### src/rtl/pipeline_pkg.sv
`default_nettype none
// ============================================================================
//  Module      : pipeline_pkg
//  Description : Shared constants, Decode->Execute control bundle and the
//                bypass-select helper for the ARM pipeline controller.
//  Revision    : 1.0
// ============================================================================
package pipeline_pkg;

   localparam int ALU_CTRL_W = 3;

   localparam logic [3:0] COND_EQ = 4'b0000;
   localparam logic [3:0] COND_NE = 4'b0001;
   localparam logic [3:0] COND_CS = 4'b0010;
   localparam logic [3:0] COND_CC = 4'b0011;
   localparam logic [3:0] COND_MI = 4'b0100;
   localparam logic [3:0] COND_PL = 4'b0101;
   localparam logic [3:0] COND_VS = 4'b0110;
   localparam logic [3:0] COND_VC = 4'b0111;
   localparam logic [3:0] COND_HI = 4'b1000;
   localparam logic [3:0] COND_LS = 4'b1001;
   localparam logic [3:0] COND_GE = 4'b1010;
   localparam logic [3:0] COND_LT = 4'b1011;
   localparam logic [3:0] COND_GT = 4'b1100;
   localparam logic [3:0] COND_LE = 4'b1101;
   localparam logic [3:0] COND_AL = 4'b1110;

   localparam int FLAG_N = 3;
   localparam int FLAG_Z = 2;
   localparam int FLAG_C = 1;
   localparam int FLAG_V = 0;

   localparam logic [1:0] FWD_RF  = 2'b00;
   localparam logic [1:0] FWD_WB  = 2'b01;
   localparam logic [1:0] FWD_MEM = 2'b10;

   typedef struct packed {
      logic                  reg_write;
      logic                  mem_write;
      logic                  mem_to_reg;
      logic                  alu_src;
      logic                  branch;
      logic                  pcs;
      logic [ALU_CTRL_W-1:0] alu_ctrl;
      logic [1:0]            flag_write;
      logic [3:0]            cond;
      logic [3:0]            ra1;
      logic [3:0]            ra2;
      logic [3:0]            wa3;
   } de_ctrl_t;

   // The Memory-stage producer is younger, so it wins over Write-back.
   function automatic logic [1:0] fwd_select(
      input logic       rw_m,
      input logic [3:0] wa3_m,
      input logic       rw_w,
      input logic [3:0] wa3_w,
      input logic [3:0] ra
   );
      logic [1:0] sel;
      sel = FWD_RF;
      if (rw_m && (wa3_m == ra))
         sel = FWD_MEM;
      else if (rw_w && (wa3_w == ra))
         sel = FWD_WB;
      return sel;
   endfunction

endpackage
`default_nettype wire

### src/rtl/pipeline_control_if.sv
`default_nettype none
// ============================================================================
//  Module      : pipeline_control_if
//  Description : Decoder/datapath bundle seen by the pipeline controller.
//  Revision    : 1.0
// ============================================================================
interface pipeline_control_if;
   import pipeline_pkg::*;

   logic                  RegWriteD;
   logic                  MemWriteD;
   logic                  MemtoRegD;
   logic                  ALUSrcD;
   logic                  BranchD;
   logic                  PCSD;
   logic [ALU_CTRL_W-1:0] ALUControlD;
   logic [1:0]            FlagWriteD;
   logic [3:0]            CondD;
   logic [3:0]            RA1D;
   logic [3:0]            RA2D;
   logic [3:0]            WA3D;
   logic [3:0]            ALUFlags;

   logic                  ALUSrcE;
   logic                  MemtoRegW;
   logic [ALU_CTRL_W-1:0] ALUControlE;
   logic                  MemWriteM;
   logic                  RegWriteW;
   logic [3:0]            WA3W;
   logic                  PCSrcW;
   logic                  BranchTakenE;
   logic [1:0]            ForwardAE;
   logic [1:0]            ForwardBE;
   logic                  StallF;
   logic                  StallD;
   logic                  FlushD;
   logic                  FlushE;
   logic [31:0]           StallCount;

   modport master (
      output RegWriteD, MemWriteD, MemtoRegD, ALUSrcD, BranchD, PCSD,
             ALUControlD, FlagWriteD, CondD, RA1D, RA2D, WA3D, ALUFlags,
      input  ALUSrcE, MemtoRegW, ALUControlE, MemWriteM, RegWriteW, WA3W,
             PCSrcW, BranchTakenE, ForwardAE, ForwardBE, StallF, StallD,
             FlushD, FlushE, StallCount
   );

   modport slave (
      input  RegWriteD, MemWriteD, MemtoRegD, ALUSrcD, BranchD, PCSD,
             ALUControlD, FlagWriteD, CondD, RA1D, RA2D, WA3D, ALUFlags,
      output ALUSrcE, MemtoRegW, ALUControlE, MemWriteM, RegWriteW, WA3W,
             PCSrcW, BranchTakenE, ForwardAE, ForwardBE, StallF, StallD,
             FlushD, FlushE, StallCount
   );

endinterface
`default_nettype wire

### src/rtl/pipeline_control_cond_check.sv
`default_nettype none
// ============================================================================
//  Module      : cond_check
//  Description : ARM condition-code evaluation against NZCV; 1111 never fires.
//  Revision    : 1.0
// ============================================================================
module cond_check
   import pipeline_pkg::*;
(
   input  logic [3:0] Cond,
   input  logic [3:0] Flags,
   output logic       CondEx
);

   logic w_n, w_z, w_c, w_v, w_ge;

   assign w_n  = Flags[FLAG_N];
   assign w_z  = Flags[FLAG_Z];
   assign w_c  = Flags[FLAG_C];
   assign w_v  = Flags[FLAG_V];
   assign w_ge = (w_n == w_v);

   always_comb begin
      CondEx = 1'b0;
      case (Cond)
         COND_EQ: CondEx = w_z;
         COND_NE: CondEx = ~w_z;
         COND_CS: CondEx = w_c;
         COND_CC: CondEx = ~w_c;
         COND_MI: CondEx = w_n;
         COND_PL: CondEx = ~w_n;
         COND_VS: CondEx = w_v;
         COND_VC: CondEx = ~w_v;
         COND_HI: CondEx = w_c & ~w_z;
         COND_LS: CondEx = ~w_c | w_z;
         COND_GE: CondEx = w_ge;
         COND_LT: CondEx = ~w_ge;
         COND_GT: CondEx = ~w_z & w_ge;
         COND_LE: CondEx = w_z | ~w_ge;
         COND_AL: CondEx = 1'b1;
         default: CondEx = 1'b0;
      endcase
   end

endmodule
`default_nettype wire

### src/rtl/pipeline_control.sv
`default_nettype none
// ============================================================================
//  Module      : pipeline_control
//  Description : Five-stage ARM control pipeline with condition gating,
//                bypass selection, load-use / PC-write hazard handling.
//  Revision    : 1.0
// ============================================================================
module pipeline_control
   import pipeline_pkg::*;
#(
   parameter bit COND_EN = 1'b1
) (
   input  logic              clk,
   input  logic              reset,
   pipeline_control_if.slave bus
);

   de_ctrl_t    w_ctrl_d;
   de_ctrl_t    r_ctrl_e;
   logic        w_cond_ex;
   logic [3:0]  r_flags;
   logic        r_reg_write_m, r_mem_write_m, r_mem_to_reg_m, r_pcs_m;
   logic [3:0]  r_wa3_m;
   logic        r_reg_write_w, r_mem_to_reg_w, r_pcs_w;
   logic [3:0]  r_wa3_w;
   logic [31:0] r_stall_count;
   logic        w_ldr_stall, w_pc_wr_pending, w_branch_taken_e, w_flush_e;

   assign w_ctrl_d = '{
      reg_write:  bus.RegWriteD,
      mem_write:  bus.MemWriteD,
      mem_to_reg: bus.MemtoRegD,
      alu_src:    bus.ALUSrcD,
      branch:     bus.BranchD,
      pcs:        bus.PCSD,
      alu_ctrl:   bus.ALUControlD,
      flag_write: bus.FlagWriteD,
      cond:       bus.CondD,
      ra1:        bus.RA1D,
      ra2:        bus.RA2D,
      wa3:        bus.WA3D
   };

   generate
      if (COND_EN) begin : g_cond_en
         cond_check u_cond_check (
            .Cond   (r_ctrl_e.cond),
            .Flags  (r_flags),
            .CondEx (w_cond_ex)
         );
      end else begin : g_cond_always
         assign w_cond_ex = 1'b1;
      end
   endgenerate

   // Hazard detection works purely on current stage state.
   assign w_branch_taken_e = r_ctrl_e.branch & w_cond_ex;
   assign w_ldr_stall      = r_ctrl_e.mem_to_reg & r_ctrl_e.reg_write &
                             ((bus.RA1D == r_ctrl_e.wa3) | (bus.RA2D == r_ctrl_e.wa3));
   assign w_pc_wr_pending  = bus.PCSD | r_ctrl_e.pcs | r_pcs_m;
   assign w_flush_e        = w_ldr_stall | w_branch_taken_e;

   // A flush squashes the stalled consumer rather than holding it in E.
   always_ff @(posedge clk) begin
      if (reset || w_flush_e)
         r_ctrl_e <= '0;
      else
         r_ctrl_e <= w_ctrl_d;
   end

   always_ff @(posedge clk) begin
      if (reset) begin
         r_reg_write_m  <= 1'b0;
         r_mem_write_m  <= 1'b0;
         r_mem_to_reg_m <= 1'b0;
         r_pcs_m        <= 1'b0;
         r_wa3_m        <= 4'd0;
         r_reg_write_w  <= 1'b0;
         r_mem_to_reg_w <= 1'b0;
         r_pcs_w        <= 1'b0;
         r_wa3_w        <= 4'd0;
      end else begin
         r_reg_write_m  <= r_ctrl_e.reg_write & w_cond_ex;
         r_mem_write_m  <= r_ctrl_e.mem_write & w_cond_ex;
         r_mem_to_reg_m <= r_ctrl_e.mem_to_reg;
         r_pcs_m        <= r_ctrl_e.pcs & w_cond_ex;
         r_wa3_m        <= r_ctrl_e.wa3;
         r_reg_write_w  <= r_reg_write_m;
         r_mem_to_reg_w <= r_mem_to_reg_m;
         r_pcs_w        <= r_pcs_m;
         r_wa3_w        <= r_wa3_m;
      end
   end

   always_ff @(posedge clk) begin
      if (reset) begin
         r_flags <= 4'd0;
      end else if (w_cond_ex) begin
         if (r_ctrl_e.flag_write[1])
            r_flags[FLAG_N:FLAG_Z] <= bus.ALUFlags[FLAG_N:FLAG_Z];
         if (r_ctrl_e.flag_write[0])
            r_flags[FLAG_C:FLAG_V] <= bus.ALUFlags[FLAG_C:FLAG_V];
      end
   end

   always_ff @(posedge clk) begin
      if (reset)
         r_stall_count <= 32'd0;
      else if (w_ldr_stall && (r_stall_count != 32'hFFFF_FFFF))
         r_stall_count <= r_stall_count + 32'd1;
   end

   assign bus.ALUSrcE      = r_ctrl_e.alu_src;
   assign bus.ALUControlE  = r_ctrl_e.alu_ctrl;
   assign bus.MemWriteM    = r_mem_write_m;
   assign bus.MemtoRegW    = r_mem_to_reg_w;
   assign bus.RegWriteW    = r_reg_write_w;
   assign bus.WA3W         = r_wa3_w;
   assign bus.PCSrcW       = r_pcs_w;
   assign bus.BranchTakenE = w_branch_taken_e;
   assign bus.ForwardAE    = fwd_select(r_reg_write_m, r_wa3_m, r_reg_write_w, r_wa3_w, r_ctrl_e.ra1);
   assign bus.ForwardBE    = fwd_select(r_reg_write_m, r_wa3_m, r_reg_write_w, r_wa3_w, r_ctrl_e.ra2);
   assign bus.StallD       = w_ldr_stall;
   assign bus.StallF       = w_ldr_stall | w_pc_wr_pending;
   assign bus.FlushD       = w_pc_wr_pending | r_pcs_w | w_branch_taken_e;
   assign bus.FlushE       = w_flush_e;
   assign bus.StallCount   = r_stall_count;

endmodule
`default_nettype wire

### src/flat_wrapper.sv
// flat-port wrapper written by rule: the top's interface ports become plain ports
module pipeline_control_flat import pipeline_pkg::*;
#(
   parameter bit COND_EN = 1'b1
)
  (clk, reset, bus_RegWriteD, bus_MemWriteD, bus_MemtoRegD, bus_ALUSrcD, bus_BranchD, bus_PCSD, bus_ALUControlD, bus_FlagWriteD, bus_CondD, bus_RA1D, bus_RA2D, bus_WA3D, bus_ALUFlags, bus_ALUSrcE, bus_MemtoRegW, bus_ALUControlE, bus_MemWriteM, bus_RegWriteW, bus_WA3W, bus_PCSrcW, bus_BranchTakenE, bus_ForwardAE, bus_ForwardBE, bus_StallF, bus_StallD, bus_FlushD, bus_FlushE, bus_StallCount);
  pipeline_control_if bus_i ();
  input  logic clk;
  input  logic reset;
  input wire logic [$bits(bus_i.RegWriteD)-1:0] bus_RegWriteD;
  input wire logic [$bits(bus_i.MemWriteD)-1:0] bus_MemWriteD;
  input wire logic [$bits(bus_i.MemtoRegD)-1:0] bus_MemtoRegD;
  input wire logic [$bits(bus_i.ALUSrcD)-1:0] bus_ALUSrcD;
  input wire logic [$bits(bus_i.BranchD)-1:0] bus_BranchD;
  input wire logic [$bits(bus_i.PCSD)-1:0] bus_PCSD;
  input wire logic [$bits(bus_i.ALUControlD)-1:0] bus_ALUControlD;
  input wire logic [$bits(bus_i.FlagWriteD)-1:0] bus_FlagWriteD;
  input wire logic [$bits(bus_i.CondD)-1:0] bus_CondD;
  input wire logic [$bits(bus_i.RA1D)-1:0] bus_RA1D;
  input wire logic [$bits(bus_i.RA2D)-1:0] bus_RA2D;
  input wire logic [$bits(bus_i.WA3D)-1:0] bus_WA3D;
  input wire logic [$bits(bus_i.ALUFlags)-1:0] bus_ALUFlags;
  output wire logic [$bits(bus_i.ALUSrcE)-1:0] bus_ALUSrcE;
  output wire logic [$bits(bus_i.MemtoRegW)-1:0] bus_MemtoRegW;
  output wire logic [$bits(bus_i.ALUControlE)-1:0] bus_ALUControlE;
  output wire logic [$bits(bus_i.MemWriteM)-1:0] bus_MemWriteM;
  output wire logic [$bits(bus_i.RegWriteW)-1:0] bus_RegWriteW;
  output wire logic [$bits(bus_i.WA3W)-1:0] bus_WA3W;
  output wire logic [$bits(bus_i.PCSrcW)-1:0] bus_PCSrcW;
  output wire logic [$bits(bus_i.BranchTakenE)-1:0] bus_BranchTakenE;
  output wire logic [$bits(bus_i.ForwardAE)-1:0] bus_ForwardAE;
  output wire logic [$bits(bus_i.ForwardBE)-1:0] bus_ForwardBE;
  output wire logic [$bits(bus_i.StallF)-1:0] bus_StallF;
  output wire logic [$bits(bus_i.StallD)-1:0] bus_StallD;
  output wire logic [$bits(bus_i.FlushD)-1:0] bus_FlushD;
  output wire logic [$bits(bus_i.FlushE)-1:0] bus_FlushE;
  output wire logic [$bits(bus_i.StallCount)-1:0] bus_StallCount;
  assign bus_i.RegWriteD = bus_RegWriteD;
  assign bus_i.MemWriteD = bus_MemWriteD;
  assign bus_i.MemtoRegD = bus_MemtoRegD;
  assign bus_i.ALUSrcD = bus_ALUSrcD;
  assign bus_i.BranchD = bus_BranchD;
  assign bus_i.PCSD = bus_PCSD;
  assign bus_i.ALUControlD = bus_ALUControlD;
  assign bus_i.FlagWriteD = bus_FlagWriteD;
  assign bus_i.CondD = bus_CondD;
  assign bus_i.RA1D = bus_RA1D;
  assign bus_i.RA2D = bus_RA2D;
  assign bus_i.WA3D = bus_WA3D;
  assign bus_i.ALUFlags = bus_ALUFlags;
  assign bus_ALUSrcE = bus_i.ALUSrcE;
  assign bus_MemtoRegW = bus_i.MemtoRegW;
  assign bus_ALUControlE = bus_i.ALUControlE;
  assign bus_MemWriteM = bus_i.MemWriteM;
  assign bus_RegWriteW = bus_i.RegWriteW;
  assign bus_WA3W = bus_i.WA3W;
  assign bus_PCSrcW = bus_i.PCSrcW;
  assign bus_BranchTakenE = bus_i.BranchTakenE;
  assign bus_ForwardAE = bus_i.ForwardAE;
  assign bus_ForwardBE = bus_i.ForwardBE;
  assign bus_StallF = bus_i.StallF;
  assign bus_StallD = bus_i.StallD;
  assign bus_FlushD = bus_i.FlushD;
  assign bus_FlushE = bus_i.FlushE;
  assign bus_StallCount = bus_i.StallCount;
  pipeline_control #(.COND_EN(COND_EN)) u_core (.clk(clk), .reset(reset), .bus(bus_i));
endmodule
### config.mk
export PLATFORM = sky130hd
export DESIGN_NAME = pipeline_control_flat
export DESIGN_NICKNAME = d
export VERILOG_FILES = /design/src/rtl/pipeline_pkg.sv /design/src/rtl/pipeline_control_if.sv /design/src/rtl/pipeline_control_cond_check.sv /design/src/rtl/pipeline_control.sv /design/src/flat_wrapper.sv
export SDC_FILE = /design/constraint.sdc
export NUM_CORES = 1
export LEC_CHECK = 0
export ABC_AREA = 1
export CORE_MARGIN = 2
export CORE_UTILIZATION = 30
export DETAILED_ROUTE_END_ITERATION = 12
export PLACE_DENSITY = 0.62
export SLEW_MARGIN = 40
export SYNTH_ARGS = -nofsm -noshare
export SYNTH_HDL_FRONTEND = slang
export SYNTH_SLANG_ARGS = --single-unit
### constraint.sdc
create_clock -name clk -period 2.16 [get_ports clk]
set_clock_uncertainty 0.2 [all_clocks]
set_input_delay 0.324 -clock clk [delete_from_list [all_inputs] [get_ports clk]]
set_output_delay 0.324 -clock clk [all_outputs]
set_load 0.01 [all_outputs]
==> Word level (Yosys, flattened, before mapping) <==
Cells that the tools add are included.
{ "op_classes": {"n_addsub": 1, "order_cmp": 0, "reduce_logical": 9, "mul": 0, "shift": 0, "n_mux": 5, "eq_ne": 22, "bitwise_logic": 22, "div_mod_pow": 0} }
{ "ops": {"columns": ["cell", "n"], "rows": [
  ["$add 32x1->32 const B", 1],
  ["$ne 32x32->1 const B", 1],
  ["$eq 4x4->1 const B", 7],
  ["$eq 4x4->1", 6],
  ["$eq 4x3->1 const B", 4],
  ["$pmux 1 s15", 1],
  ["$or 1x1->1", 9],
  ["$and 1x1->1", 8],
  ["$eq 4x2->1 const B", 2],
  ["$logic_and 1x1->1", 5],
  ["$not 1->1", 5],
  ["$eq 4x1->1 const B", 1],
  ["$logic_not 4->1", 1],
  ["$mux 2", 2],
  ["$reduce_and 2->1", 2],
  ["$mux 1", 2],
  ["$eq 1x1->1", 1],
  ["$logic_or 1x1->1", 1]
]} }
{ "totals": {"out_inout_bits": 53, "ff_bits": 78, "latch_bits": 0, "mem_bits_ro": 0, "mem_count": 0, "elab_cells": 83, "ram_bits": 0, "in_bits": 33} }

==> Logic depth before layout (Yosys ltp) <==
{ "logic_depth": {"ltp_word": 7, "mapped_depth": 13, "mapped_depth_nobuf": 12} }

==> Modules after synthesis <==
A second synthesis with hierarchy kept.
{ "hier_totals": {"hier_cells": 685, "hier_area_um2": 4186.5} }
{ "by_module_without_submodules": {"columns": ["module", "seq_area_each_um2", "cells_per_inst", "area_per_inst_um2", "instances"], "rows": [
  ["pipeline_control", 1561.5, 630, 3957.5, 1],
  ["cond_check", 0.0, 55, 229.0, 1]
]} }

==> Worst setup path after synthesis <==
OpenSTA, ideal clock, no wires.
{ "synth_path": {"path_type": "reg2reg", "start": "register u_core.r_stall_count[0] (netlist: u_core.bus.StallCount[0])", "end": "register u_core.r_stall_count[0] (netlist: u_core.bus.StallCount[0])", "setup_ns": 0.132, "path_stages_with_launch": 12, "path_slack_ns": 0.208, "arrival_ns": 1.620, "t_required_ns": 1.828, "cell_sequence": "dfxtp_1 ha_1 nand3_2 inv_2 nand2_2 nor2_4 nand2_4 inv_1 nor2_4 buf_6 nand2_1 a21oi_1"} }
{ "synth_between": {"elab_chain_cells": 2, "elab_cells_between_ends": 3, "classes_between": "add/sub: 1; eq/ne: 1; reduce/logical: 1"} }
{ "synth_lines": {"columns": ["item", "line_no", "text"], "rows": [
  ["from (decl)", "pipeline_control.sv:26", "logic [31:0] r_stall_count;"],
  ["from (signal assigned)", "pipeline_control.sv:110", "r_stall_count <= r_stall_count + 32'd1;"],
  ["branches (longest 2 deep; another with $add 32x1->32)", null, null]
]} }
Parallel ways; which one is timed is not known.
A chain may end at the register's enable or synchronous reset.

==> Worst setup path in the final report <==
{ "layout_path": {"start": "register u_core.r_flags[3]", "end": "output port bus_FlushD"} }
{ "layout_between": {"elab_chain_cells": 6, "elab_cells_between_ends": 8, "classes_between": "eq/ne: 1; mux: 1; bitwise: 6"} }
{ "layout_lines": {"columns": ["item", "line_no", "text"], "rows": [
  ["from (decl)", "pipeline_control.sv:21", "logic [3:0] r_flags;"],
  ["from (signal, indexed assignment)", "pipeline_control.sv:100", "r_flags[FLAG_N:FLAG_Z] <= bus.ALUFlags[FLAG_N:FLAG_Z];"],
  ["from (signal, indexed assignment)", "pipeline_control.sv:102", "r_flags[FLAG_C:FLAG_V] <= bus.ALUFlags[FLAG_C:FLAG_V];"],
  ["$eq 1x1->1", "pipeline_control_cond_check.sv:21", "assign w_ge = (w_n == w_v);"],
  ["$not 1->1", "pipeline_control_cond_check.sv:37, pipeline_control_cond_check.sv:39", null],
  ["$or 1x1->1", "pipeline_control_cond_check.sv:39", "COND_LE: CondEx = w_z | ~w_ge;"],
  ["$pmux 1 s15 (*)", "pipeline_control_cond_check.sv:25", "case (Cond)"],
  ["$and 1x1->1 (*)", "pipeline_control.sv:57", "assign w_branch_taken_e = r_ctrl_e.branch & w_cond_ex;"],
  ["$or 1x1->1 (*)", "pipeline_control.sv:125", "assign bus.FlushD = w_pc_wr_pending | r_pcs_w | w_branch_taken_e;"],
  ["to (decl)", "flat_wrapper.sv:35", "output wire logic [$bits(bus_i.FlushD)-1:0] bus_FlushD;"]
]} }
Mark *: on every way between the ends. The rest lies on a longest branch, timed or not.

==> out/results.ini <==
[status]
outcome=complete, no violations

[place]
gp_congestion=0.899
hpwlAfterDp_mm=8.17
placed_area_mm2=0.00532
io_buffers=85

[grt]
antenna_found_initial=0
grt_pass1_wl_mm=18.2
grt_max_degree=45
grt_pass1_vias=3808
grt_overflow=0
grt.total_usage_pct=15.8

[pwr]
power_density_mw_per_mm2=606
total_power_mw=3.44
peakVddDrop_uv=361
p_int_mw=2.59
p_clk_share_pct=45.4
seqPwrFrac_pct=44.6
leakage_nw=2.35
p_comb_share_pct=10.0
power.switching_mw=0.842
netSwitchingFraction_pct=24.5

[cts]
cts_root_buffer=clkbuf_16
cts_tree=yes
cts_sinks=78
clock_latency_ps=350
path_clk_slew_ps=60
clockBufferDepth=2
h-tree-depth=3
cts_buffers=9

[timing]
max_freq_mhz=472
slew_headroom_pct=66.3
fin_crit_ps=2120
period_share_pct=98.0
worst_slew_pin_slew_ps=506
hold_viol=0
finalSetupViolCount=0
drv_slew=0
timing.hold.ws_ps=53.7
rsz0062_at_grt=true

[run]
cap_violations=0

[cells_and_area]
mostFrequentLayoutCell=nand2_1
finalInstanceArea_mm2=0.00567
nets=754
synthToLayoutAreaGrowth_pct=38.5
antenna_cells=0
mostFrequentLayoutCells=nand2_1, nor2_1, inv_1
layout-drive-gt1-share_pct=17.1
nFillCells=1362
postLayoutCoreUtil_pct=42.7

[route]
antenna_left=0
routedWlPerCell_um=12.2
drtIter0Drc=174
viasPerCell=4.43
first_pass_iters=4
wirelength_mm=11.0
drc=0
vias=3993

[floorplanning]
placementRows=42
core_mm2=0.0133
die-width_um=121
ioPinCount=86
start_util_pct=30.8
die_h_um=121
die_area_mm2=0.0146

[critical_path]
crit_fanout=4
cp_num_buf_inv=2
criticalPathCategory=flop to primary output
cp.required_ps=1640
arrival_ps=1590
max_stage_delay_ps=350
worstSetupStartpointType=flop
crit_slowest_cell=dfxtp_2
crit_chain=inv_2, nand2_2, nand2_2, nand2_2, nand2_1, nand2_1, nand2_1, nor2_2, nand2_4, nand2_4, nand3b_1, buf_2
crit_family=simple AND/OR/NAND/NOR gates
cp-end-kind=primary output

[synth]
yosysUniqueCellTypes=30
synth.avg_cell_area_um2=6.76
syn-num-nets=640
yosys_warnings=0
ys_seq_elements=78
seq_area_frac_synth_pct=38.1
synth_cells=606
synth_area_mm2=0.00410

[hold_path]
hold_path_class=primary input to flop

[area by class of cell]
cell class,instances,area [um2],area share [%]
clock inverter,6,68.8,1.21
multi-input combinational,428,2140,37.8
inverter,85,319,5.62
clock buffer,10,239,4.21
sequential,78,1580,27.8
timing repair buffer,118,1100,19.5
tap,176,220,3.88
[per-layer routing]
| metal | vias up | track usage [%] | routed length, um | share of wire [%] |
|---|---|---|---|---|
| li1 | 2098 | - | - | - |
| met2 | 115 | 25.9 | 4940 | 45 |
| met4 | 0 | 5.16 | 175 | 1.6 |
| met3 | 15 | 4.39 | 650 | 5.9 |
| met5 | - | 0 | 0 | 0 |
| met1 | 1765 | 20.0 | 5220 | 48 |
[what timing repair did]
action                                 in CTS  in global routing
resized for setup                          37                 26
pin swaps                                  11                 18
setup endpoints to repair                   9                  9
endpoints found under the hold margin       0                  0
hold buffers                                0                  0
buffers inserted                            1                  1
[through the flow]
step                setup TNS (ps)  worst slack (ps)  std cells
finish                           0              43.5        901
global route                  -155             -82.7        901
floorplan                        0               208        606
global placement             -2570              -318        883
CTS                          -36.3             -36.3        900
detailed placement           -3030              -328        883
[final timing paths]
kind / startpoint / endpoint / slack, ps / depth (start not counted)
worst min register to register: u_core.r_mem_to_reg_m / u_core.bus.MemtoRegW / 210 / 2
worst max-delay path: u_core.r_flags[3] / bus_FlushD / 40 / 12
worst min-delay path: bus_RA1D[0] / u_core.r_ctrl_e[8] / 50 / 3
worst max register to register: u_core.bus.StallCount[4] / u_core.bus.StallCount[0] / 250 / 10
[sequential cells by signal, summed over array words and instances (netlist names)]
register                count
u_core.bus.StallCount      32
u_core.r_ctrl_e            23
u_core.bus.WA3W             4
u_core.r_flags              4
u_core.r_wa3_m              4
u_core.bus.ALUControlE      3
u_core.bus.ALUSrcE          1
u_core.bus.MemWriteM        1
u_core.bus.MemtoRegW        1
u_core.bus.PCSrcW           1
u_core.bus.RegWriteW        1
u_core.r_mem_to_reg_m       1
u_core.r_pcs_m              1
u_core.r_reg_write_m        1
[synth_stat cells (all sizes together)]
cell type  instances  area, um2
nor2             107        482
o2111ai            2       17.5
buf               11        106
xnor2              7       61.3
a211oi             3       22.5
nand2            188        741
dfxtp             78       1560
clkbuf             4       15.0
a21oi             40        200
inv               84        315
nor3              12       65.1
ha                 1       12.5
xor2              22        193
nand3b             8       60.1
o21ai              2       10.0
nand4              8       50.1
a2111oi            1       8.76
o22ai              4       25.0
nand3             23        145
clkinv             1       3.75
[logic make-up after synthesis]
group / synth area share [%]
compound gates: 6.94
simple gates: 37.7
flops: 38.1
fa+ha+maj: 0.305
xor+xnor: 6.20
buf+inv: 10.8
[tightest hold or removal path, delay by kind of cell]
family / cells / cell delay [ps]
AND/OR/NAND/NOR: 1 / 40
buffers and inverters: 2 / 190
[power by group through the flow]
| stage | logic, mW | registers, mW | clock network (mW) |
|---|---|---|---|
| finish | 0.344 | 1.53 | 1.56 |
| global route | 0.385 | 1.54 | 1.68 |
| CTS | 0.341 | 1.53 | 1.60 |
| detailed placement | 0.343 | 1.56 | 0 |
| global placement | 0.342 | 1.56 | 0 |
| floorplan | 0.195 | 1.55 | 0 |
Note: power is estimated with default switching activity, not from simulation.
